<file path="config.mk">
export PLATFORM = sky130hd
export DESIGN_NAME = ras_ctrl
export DESIGN_NICKNAME = d
export VERILOG_FILES = /design/src/rtl/ras_ctrl.sv
export SDC_FILE = /design/constraint.sdc
export NUM_CORES = 1
export LEC_CHECK = 0
export BUFFER_PORTS_ARGS = -buffer_cell sky130_fd_sc_hd__buf_2
export CAP_MARGIN = 30
export CORE_AREA = 2 2 58 87
export CTS_CLUSTER_DIAMETER = 50
export DETAILED_ROUTE_END_ITERATION = 12
export DIE_AREA = 0 0 60 89
export GPL_TIMING_DRIVEN = 1
export HOLD_SLACK_MARGIN = 0.05
export PLACE_DENSITY = 0.75
export SLEW_MARGIN = 20
export SYNTH_ARGS = -nofsm -noshare
export SYNTH_HDL_FRONTEND = slang
export SYNTH_SLANG_ARGS = --single-unit
</file>
<file path="constraint.sdc">
create_clock -name clk -period 3.95 [get_ports clk]
set_input_delay 0.5925 -clock clk [delete_from_list [all_inputs] [get_ports clk]]
set_output_delay 0.5925 -clock clk [all_outputs]
set_load 0.01 [all_outputs]
</file>
<file path="src/rtl/ras_ctrl.sv">
// Return-address-stack sequencer: fetch hints and backend commit/flush events become single-cycle RAS strobes one cycle later.
// fe_ready throttles fetch at MAX_INFLIGHT uncommitted actions; RAS_CTRL_STATS_EN adds flush/stall counters.
module ras_ctrl #(
  parameter int WIDTH        = 32,
  parameter int MAX_INFLIGHT = 16,
  parameter int INIT_CYCLES  = 2,
  parameter int FLUSH_STALL  = 2
) (
  input  logic                          clk,
  input  logic                          rst_ni,
  input  logic                          fe_valid,
  input  logic                          fe_call,
  input  logic                          fe_ret,
  input  logic [WIDTH-1:0]              fe_addr,
  output logic                          fe_ready,
  input  logic                          cm_valid,
  input  logic                          cm_call,
  input  logic                          cm_ret,
  input  logic                          mp_flush,
  output logic                          ras_push,
  output logic                          ras_pop,
  output logic                          ras_commit_push,
  output logic                          ras_commit_pop,
  output logic                          ras_flush,
  output logic [WIDTH-1:0]              ras_din,
  output logic [$clog2(MAX_INFLIGHT):0] inflight,
  output logic                          err_underflow
`ifdef RAS_CTRL_STATS_EN
  ,
  output logic [15:0]                   stat_flushes,
  output logic [15:0]                   stat_stalls
`endif
);

  localparam int CW   = $clog2(MAX_INFLIGHT) + 1;
  localparam int TMAX = (INIT_CYCLES > FLUSH_STALL) ? INIT_CYCLES : FLUSH_STALL;
  localparam int TW   = (TMAX > 1) ? $clog2(TMAX) : 1;

  localparam logic [CW-1:0] MAX_CNT    = CW'(MAX_INFLIGHT);
  localparam logic [TW-1:0] INIT_LAST  = TW'(INIT_CYCLES - 1);
  localparam logic [TW-1:0] STALL_LAST = TW'(FLUSH_STALL - 1);

  typedef enum logic [2:0] {
    S_INIT,
    S_RUN,
    S_FLUSH_PEND,
    S_FLUSH,
    S_RECOVER
  } state_e;

  state_e            state_q, state_d;
  logic [TW-1:0]     tmr_q, tmr_d;
  logic              push_q, push_d;
  logic              pop_q, pop_d;
  logic              cpush_q, cpush_d;
  logic              cpop_q, cpop_d;
  logic              flush_q, flush_d;
  logic [WIDTH-1:0]  din_q, din_d;
  logic [CW-1:0]     inflight_q, inflight_d;
  logic              err_q, err_d;

  logic              fe_acc;
  logic              cm_live;
  logic              cm_acc;
  logic              cm_under;
  logic              cm_dec;

  assign fe_ready = (state_q == S_RUN) && (inflight_q < MAX_CNT) && !mp_flush;
  assign fe_acc   = fe_valid && fe_ready && (fe_call || fe_ret);
  assign cm_live  = (state_q != S_INIT);
  assign cm_acc   = cm_live && cm_valid && (cm_call || cm_ret);
  assign cm_under = cm_acc && (inflight_q == '0);
  assign cm_dec   = cm_acc && !cm_under;

  always_comb begin
    state_d = state_q;
    tmr_d   = tmr_q;
    flush_d = 1'b0;
    case (state_q)
      S_INIT: begin
        if (tmr_q == INIT_LAST) begin
          state_d = S_RUN;
          tmr_d   = '0;
        end else begin
          tmr_d = tmr_q + TW'(1);
        end
      end
      S_RUN: begin
        if (mp_flush) state_d = S_FLUSH_PEND;
      end
      // One cycle of slack lets commits from the flush cycle reach the RAS before it rewinds.
      S_FLUSH_PEND: begin
        state_d = S_FLUSH;
        flush_d = 1'b1;
      end
      S_FLUSH: begin
        state_d = S_RECOVER;
        tmr_d   = '0;
      end
      S_RECOVER: begin
        if (mp_flush) begin
          state_d = S_FLUSH_PEND;
        end else if (tmr_q == STALL_LAST) begin
          state_d = S_RUN;
        end else begin
          tmr_d = tmr_q + TW'(1);
        end
      end
      default: begin
        state_d = S_INIT;
        tmr_d   = '0;
      end
    endcase
  end

  always_comb begin
    push_d  = fe_acc && fe_call;
    pop_d   = fe_acc && fe_ret;
    din_d   = fe_acc ? fe_addr : din_q;
    cpush_d = cm_live && cm_valid && cm_call;
    cpop_d  = cm_live && cm_valid && cm_ret;
    err_d   = err_q || cm_under;

    case ({fe_acc, cm_dec})
      2'b10:   inflight_d = inflight_q + CW'(1);
      2'b01:   inflight_d = inflight_q - CW'(1);
      default: inflight_d = inflight_q;
    endcase
    // The RAS drops every speculative entry on flush, so the count restarts from zero.
    if (state_q == S_FLUSH_PEND) inflight_d = '0;
  end

  always_ff @(posedge clk or negedge rst_ni) begin
    if (!rst_ni) begin
      state_q    <= S_INIT;
      tmr_q      <= '0;
      push_q     <= 1'b0;
      pop_q      <= 1'b0;
      cpush_q    <= 1'b0;
      cpop_q     <= 1'b0;
      flush_q    <= 1'b0;
      din_q      <= '0;
      inflight_q <= '0;
      err_q      <= 1'b0;
    end else begin
      state_q    <= state_d;
      tmr_q      <= tmr_d;
      push_q     <= push_d;
      pop_q      <= pop_d;
      cpush_q    <= cpush_d;
      cpop_q     <= cpop_d;
      flush_q    <= flush_d;
      din_q      <= din_d;
      inflight_q <= inflight_d;
      err_q      <= err_d;
    end
  end

  assign ras_push        = push_q;
  assign ras_pop         = pop_q;
  assign ras_commit_push = cpush_q;
  assign ras_commit_pop  = cpop_q;
  assign ras_flush       = flush_q;
  assign ras_din         = din_q;
  assign inflight        = inflight_q;
  assign err_underflow   = err_q;

`ifdef RAS_CTRL_STATS_EN
  logic [15:0] stat_flushes_q, stat_flushes_d;
  logic [15:0] stat_stalls_q, stat_stalls_d;

  always_comb begin
    stat_flushes_d = stat_flushes_q;
    stat_stalls_d  = stat_stalls_q;
    if (flush_d && (stat_flushes_q != 16'hFFFF)) stat_flushes_d = stat_flushes_q + 16'd1;
    if ((state_q == S_RUN) && fe_valid && !fe_ready && (stat_stalls_q != 16'hFFFF))
      stat_stalls_d = stat_stalls_q + 16'd1;
  end

  always_ff @(posedge clk or negedge rst_ni) begin
    if (!rst_ni) begin
      stat_flushes_q <= '0;
      stat_stalls_q  <= '0;
    end else begin
      stat_flushes_q <= stat_flushes_d;
      stat_stalls_q  <= stat_stalls_d;
    end
  end

  assign stat_flushes = stat_flushes_q;
  assign stat_stalls  = stat_stalls_q;
`endif

endmodule
</file>
== Word level (Yosys, flattened, before mapping) ==
Index checks and enable logic that the tools add are counted.
Storage, ports and cells
  flip-flop bits (word level): 47
  bits of input ports: 41
  output and inout bits: 44
  word-level logic and storage cells: 57
Cells by class
  $add $sub $neg: 3
  magnitude comparators: 1
  equality and inequality tests: 8
  multiplexer cells: 11
  bitwise operators: 1
  reduce and logical (&&, ||, !) cells: 23
Operators by type and width (count)
  case mux 3 bit (5 select lines): 1
  logical AND 1 bit: 12
  case mux 5 bit (2 select lines): 1
  two-way mux 3 bit: 3
  equality test 3 x 2 -> 1 bit (second input constant): 2
  nonzero test 3 bit: 2
  adder 5 x 1 -> 5 bit (second input constant): 1
  logical NOT 5 bit: 1
  < comparator 5 bit (second input constant): 1
  two-way mux 5 bit: 1
  subtractor 5 x 1 -> 5 bit (second input constant): 1
  two-way mux 1 bit: 4
  inequality test 2 bit (second input constant): 2
  equality test 3 x 1 -> 1 bit (second input constant): 1
  equality test 3 bit (second input constant): 1
  logical NOT 3 bit: 1
  logical OR 1 bit: 3
  case mux 1 bit (3 select lines): 1
  equality test 2 x 1 -> 1 bit (second input constant): 1
  equality test 2 bit (second input constant): 1
  logical NOT 1 bit: 2
  AND reduction 2 bit: 1
  OR reduction 2 bit: 1
  adder 1 bit (second input constant): 1
  NOT 1 bit: 1

== Longest topological paths before layout ==
Gate-level depths: netlist of the first run.
  depth in word-level cells: 9
  mapped depth: 12

== Least setup slack after synthesis of the first run ==
Ideal clock, no wire load.
  kind: register to register
  start point: register state_q[1]
  end point: register inflight_q[4] (netlist: inflight[4])
  library setup time: 125 ps
  arrival: 2698 ps
  data required time: 3825 ps
  setup slack: 1127 ps
  cell stages (with the launch flop): 12
  buffers on the path: 2
  period minus slack after synthesis: 2823 ps
  cell sequence: dfrtp_1 > buf_2 > nor3b_2 > nor3b_4 > o211ai_4 > buf_6 > ha_1 > ha_1 > nand2b_1 > a21oi_1 > mux2i_1 > mux2_2
On the way
  elaborated cells between the ends (all ways): 17
  those cells by class: 4 x eq/ne; 2 x mux; 11 x reduce/logical
RTL lines
  from (decl): line 51  | state_e state_q, state_d;
  from (signal assigned): line 146  | state_q <= state_d;
  equality test 3 x 1 -> 1 bit (*): line 68  | assign fe_ready = (state_q == S_RUN) && (inflight_q < MAX_CNT) && !mp_flush;
  logical AND 1 bit (*) (2 in a row): line 68
  named net fe_ready: line 15  | output logic fe_ready,
  logical AND 1 bit (*) (2 in a row): line 69  | assign fe_acc = fe_valid && fe_ready && (fe_call || fe_ret);
  equality test 2 x 1 -> 1 bit or equality test 2 bit (tied branches): line 124  | case ({fe_acc, cm_dec})
  case mux 5 bit (2 select lines): line 124
  two-way mux 5 bit: line 130  | if (state_q == S_FLUSH_PEND) inflight_d = '0;
  to (signal assigned): line 154  | inflight_q <= inflight_d;
  to (decl): line 59  | logic [CW-1:0] inflight_q, inflight_d;
The timed path passes the listed nets; every way through them passes the cells marked *.
A chain may end at the register's enable or synchronous reset.

== Worst setup path after layout of the first run ==
  start point: register state_q[0]
  end point: register inflight_q[4] (netlist: inflight[4])
On the way
  longest elaborated chain between the ends: 9
  elaborated cells between the ends (all ways): 17
  those cells by class: 4 x eq/ne; 2 x mux; 11 x reduce/logical
Ends and longest elaborated chain
  nonzero test 3 bit: line 70  | assign cm_live = (state_q != S_INIT);
  logical AND 1 bit (2 in a row): line 71  | assign cm_acc = cm_live && cm_valid && (cm_call || cm_ret);
  logical AND 1 bit: line 72  | assign cm_under = cm_acc && (inflight_q == '0);
  logical NOT 1 bit: line 73  | assign cm_dec = cm_acc && !cm_under;
  logical AND 1 bit: line 73
  equality test 2 x 1 -> 1 bit or equality test 2 bit (tied branches): line 124
  case mux 5 bit (2 select lines): line 124
  two-way mux 5 bit: line 130
Several ways; a longest one is shown, not always the timed one.

==> results of run 1 <==
## final cells by class
class	instances	area, µm²
sequential	47	1180
clock buffer	6	72.6
clock inverter	2	60.1
inverter	5	18.8
timing repair buffer	86	448
multi-input combinational	92	891
tap	64	80.1
fill	386	1800
## synthesized netlist by cell type, types with 2 or more instances
cell,n
xor2_1,3
ha_1,4
mux2_4,29
dfrtp_1,47
inv_1,5
and3_1,2
nand2_1,4
and2_1,2
o21ai_0,3
nor2_1,17
a21oi_1,4
mux2_2,4
buf_2,2
nor2b_1,3
clkbuf_1,2
o31ai_1,2
buf_6,3
nor3b_1,2
## per-stage QoR
stage | setup WS [ns] | total power, mW
global placement | 1.23 | 1.73
finish | 1.21 | 2.15
detailed placement | 1.14 | 1.76
CTS | 1.20 | 2.18
global route | 0.927 | 2.30
floorplan | 1.13 | 1.45
## critical path: stages, from the launching register on
cell and delay [ns]:
dfrtp_1 0.51, nor3b_2 0.29, nor3b_4 0.31, o211ai_4 0.12
ha_1 0.28, ha_1 0.35, nand2b_1 0.06, a21oi_1 0.15
mux2i_1 0.21, mux2_2 0.35
## per-layer routing
layer | GRT usage | vias to the layer above
met5 | 0 | -
met2 | 0.302 | 51
met4 | 0.0808 | 0
met3 | 0.0507 | 12
met1 | 0.186 | 727
li1 | - | 688
## path summary, 6_finish.rpt
kind                               startpoint            end  slack [ns]
worst max-delay path               state_q[0]    inflight[4]        1.21
worst min-delay path                   rst_ni     ras_din[1]        0.27
worst max register to register     state_q[0]    inflight[4]        1.21
worst min register to register  err_underflow  err_underflow        0.48
max in group asynchronous              rst_ni    ras_din[25]        3.18
min in group clk                err_underflow  err_underflow        0.48
## kinds of logic after synthesis
family / Yosys count / share of synthesized area
adder cells (fa/ha/maj): 5 / 0.0327
buffers and inverters: 13 / 0.0362
flip-flops: 47 / 0.548
AND/OR/NAND/NOR: 34 / 0.0852
multiplexers: 34 / 0.229
XOR/XNOR: 3 / 0.0123
AO/OA/AOI/OAI: 16 / 0.0566
## flip-flops by register name, indices dropped and copies added, names as in the netlist
register and count:
ras_pop 1, ras_commit_pop 1, tmr_q 1, ras_commit_push 1, err_underflow 1, ras_push 1
inflight 5, ras_flush 1, ras_din 32, state_q 3
## power groups by stage
stage	Clock, mW	Combinational, mW	Sequential [mW]
3_5_place_dp	0	0.912	0.853
2_1_floorplan	0	0.541	0.909
5_1_grt	0.433	0.996	0.872
3_3_place_gp	0	0.890	0.838
4_1_cts	0.419	0.921	0.844
6_report	0.402	0.908	0.845
==> run metrics, run 1 <==
fin crit share 0.695; final cell count without fillers 302; syn_area_per_cell 14.1 µm²; final slew viol count 0; first-pass GRT wire length 6790 µm; final WL 4380 µm; Port Buffers 84; gr ovfl total 0; Internal Power 1.45 mW; antenna cells 0; clk slew on worst S/H paths 0.08 ns; DRC 0; CTS buffer count 5; RSZ-0062 raised after global routing false; clock share of power 0.187; placed inst area 2610 µm²; wire per inst 14.5 µm; Net Switching 0.708 mW; yosys warns 0; Die ar. 5340 µm²; Die W 60 µm; Slew headroom 0.628; Global Route Usage Sum 0.172; Max VDD drop 0.395 mV; status finished, final reports clean; Inst Count DP 294; met1 wire length 1680 µm; Setup Crit Path Kind reg -> reg; total negative slack 0 ns; Hold WS 0.266 ns; sequential power share 0.392; top layer in use met4; post-cts sizing count 0; switch share 0.329; Initial Util 0.472; Ports 85; met3 wire len 216 µm; ys async rst share 1.00; leakage dissipation 1.50 nW; commonest non-fill, non-tap cells in the layout buf_2, dfrtp_1, mux2_4; Clock Sinks 47; largest net degree at the start of global routing 33; Worst-Margin Slew 0.558 ns; Die Height 89 µm; htree depth 2; final setup fails 0; Final Critical Period 2.74 ns; synthesized net count 198; Core ar. 4540 µm²; CTS tree built; top post-synthesis cells by area dfrtp_1, mux2_4, nor2_1, ha_1, mux2_2; number of global-route vias before repair 1,529; Cells after Synth 152; Worst Setup End Kind register; worst hold-check path type in -> async; TritonRoute pass-1 iters 4; Vias 1,478; CP Max Fanout 10; utilization after layout 0.605; initial antenna violation count 0; Fin. Hold Viols 0; number of cell rows 30; Worst Path Required 4.13 ns; number of synthesized flops with an enable pin 0; ANT nets after route 0; Maximum Capacitance Violations 0; CP Launch Type register; Nets 283; maximum clock rate 364 MHz; initial DRC count 57; dpl hpwl 3330 µm; CTS Buffer Depth 2; Vias/cell 4.89; Yosys top cell by area dfrtp_1; layout cells sized above 1 0.542; sequential-to-total area share from yosys stat 0.548; unique cell type count in the Yosys netlist 32; Gate power share 0.421; top cell type's share of synthesized area 0.548; Hold Buf Count CTS 0; r2r worst-path depth 9; area grow syn2layout 28.1%; Yosys reg bits 47; most common cell after layout, fill and taps aside buf_2; insertion delay to the later sink of the worst-skew pair 0.30 ns; synthesized area 2140 µm²; gpl congestion 0.838; WL met2 2350 µm; Clock Tree Root clkbuf_8; clock skew 0.00645 ns; pwr dens 785 nW/µm²; Post-synth top flop dfrtp_1; Post-CTS Setup Bufs 0; CP arrival 2.93 ns; Final Cell Area 2750 µm²
No activity file was read; power rests on OpenSTA's default activity.
==> inputs of run 2 (changes only) <==
--- a/config.mk
+++ b/config.mk
@@ -7,13 +7,13 @@
 export LEC_CHECK = 0
 export BUFFER_PORTS_ARGS = -buffer_cell sky130_fd_sc_hd__buf_2
 export CAP_MARGIN = 30
-export CORE_AREA = 2 2 58 87
+export CORE_AREA = 2 2 61 92
 export CTS_CLUSTER_DIAMETER = 50
 export DETAILED_ROUTE_END_ITERATION = 12
-export DIE_AREA = 0 0 60 89
+export DIE_AREA = 0 0 63 94
 export GPL_TIMING_DRIVEN = 1
 export HOLD_SLACK_MARGIN = 0.05
-export PLACE_DENSITY = 0.75
+export PLACE_DENSITY = 0.71
 export SLEW_MARGIN = 20
 export SYNTH_ARGS = -nofsm -noshare
 export SYNTH_HDL_FRONTEND = slang
==> constraint.sdc (replaced) <==
create_clock -name clk -period 2.5 [get_ports clk]
set_input_delay 0.375 -clock clk [delete_from_list [all_inputs] [get_ports clk]]
set_output_delay 0.375 -clock clk [all_outputs]
set_load 0.01 [all_outputs]
==> run 2 against run 1 <==
Total power up 63%. Routed wire length rose by 1.2%. Final cell count increased by 6.3%. Clock-buffer cell count unchanged. Design area rose by 5.4%. Core utilization down 3.5 points. Global-route usage shrank 1.8 points. Highest routed layer unchanged. Clock skew fell by 0.0030 ns. Sequential share of layout area decreased by 2.2 points. Flip-flop and latch count unchanged. Clock power increased by 17%. Critical path depth did not move. Critical path type unchanged.
==> run metrics, run 2 (same netlist as run 1, synthesis figures left out) <==
fin crit share 0.962; clk slew on worst S/H paths 0.09 ns; dpl hpwl 3380 µm; RSZ-0062 raised after global routing true; Ports 85; number of cell rows 32; Slew headroom 0.620; DRC 0; Final Critical Period 2.41 ns; Sequential Area 1180 µm²; most common cell after layout, fill and taps aside buf_2; pre-CTS WS -0.00204 ns; status finished, final reports clean; Final Cell Area 2900 µm²; area grow syn2layout 35.0%; gpl congestion 0.787; largest net degree at the start of global routing 33; Max VDD drop 0.656 mV; r2r worst-path depth 9; FF-to-FF setup slack 0.09 ns; RR Endpoint inflight[4]; Setup Crit Path Kind reg -> reg; leakage dissipation 1.56 nW; pwr dens 1210 nW/µm²; Vias 1,540; Nets 298; CTS Buffer Depth 2; CTS tree built; CP arrival 2.58 ns; Die Height 94 µm; Clock Sinks 47; Critical Path Start state_q[1]; wire per inst 13.8 µm; total negative slack 0 ns; initial antenna violation count 0; final worst slack 0.0944 ns; multi-input logic area 966 µm²; Worst Path Required 2.67 ns; number of global-route vias before repair 1,512; Fin. Hold Viols 0; CTS buffer count 5; Critical Path End inflight[4]; reg-to-reg critical path startpoint state_q[1]; CP Launch Type register; clock skew 0.00340 ns; Die W 63 µm; Worst-Margin Slew 0.570 ns; Largest register FFs 32; TritonRoute pass-1 iters 4; commonest non-fill, non-tap cells in the layout buf_2, dfrtp_1, mux2_4; htree depth 2; antenna cells 0; final slew viol count 0; Worst Setup End Kind register; Initial Util 0.422; final WL 4430 µm; Global Route Usage Sum 0.154; initial DRC count 72; Port Buffers 84; FILL cells 445; gr ovfl total 0; maximum clock rate 416 MHz; Core ar. 5080 µm²; placed inst area 2730 µm²; final setup fails 0; Vias/cell 4.80; Clock Tree Root clkbuf_8; CP Max Fanout 5; insertion delay to the later sink of the worst-skew pair 0.28 ns; Die ar. 5920 µm²; Maximum Capacitance Violations 0; ANT nets after route 0; first-pass GRT wire length 7040 µm; layout cells sized above 1 0.613; total power 3.51 mW; worst hold-check path type in -> reg
run 2: repair_timing:
action,4_1_cts,5_1_grt
resized for setup,0,9
hold buffers,1,0
buffers inserted,0,2
endpoints found under the setup margin,0,3
hold endpoints to repair,16,0
run 2: metrics by stage:
step                hold slack [ns]  instances   util
floorplan                    0.0794        152      -
global placement              0.317        310  0.538
detailed placement            0.321        310  0.538
CTS                           0.297        319  0.559
global route                  0.296        321  0.569
finish                        0.313        321  0.569
run 2: how the worst min path moves through the flow:
stage | from | end | depth (start not counted)
finish | fe_addr[3] | ras_din[3] | 2
global route | fe_addr[14] | ras_din[14] | 2
global placement | rst_ni | ras_din[15] | 1
CTS | cm_call | ras_commit_push | 2
floorplan | rst_ni | err_underflow | 0
detailed placement | rst_ni | ras_din[15] | 1
run 2: layout make-up:
| class | count | area share |
|---|---|---|
| clock buffers | 6 | 0.0285 |
| flip-flops and latches | 47 | 0.406 |
| well taps | 68 | 0.0294 |
| clock inverters | 2 | 0.00562 |
| repair buffers | 101 | 0.190 |
| multi-input cells | 92 | 0.334 |
| inverters | 5 | 0.00648 |
run 2: critical path, cell delays in order (launching register included):
cell and delay, ns:
dfrtp_1 0.42, nor3b_4 0.24, nor3b_4 0.29, o211ai_4 0.14
ha_4 0.21, ha_4 0.29, nand2b_4 0.05, a21oi_2 0.13
mux2i_1 0.20, mux2_2 0.34
run 2: per-layer routing:
layer	wire, µm	global-route usage	part of all wire	vias to the layer above
met5	0	0	0	-
met4	59	0.0500	0.013	0
met3	277	0.0348	0.063	8
met2	2290	0.276	0.52	68
met1	1800	0.181	0.41	743
li1	-	-	-	721
run 2: power breakdown:
group	internal (mW)	switching, mW
sequential	1.10	0.179
clock	0.226	0.244
combinational	0.993	0.772
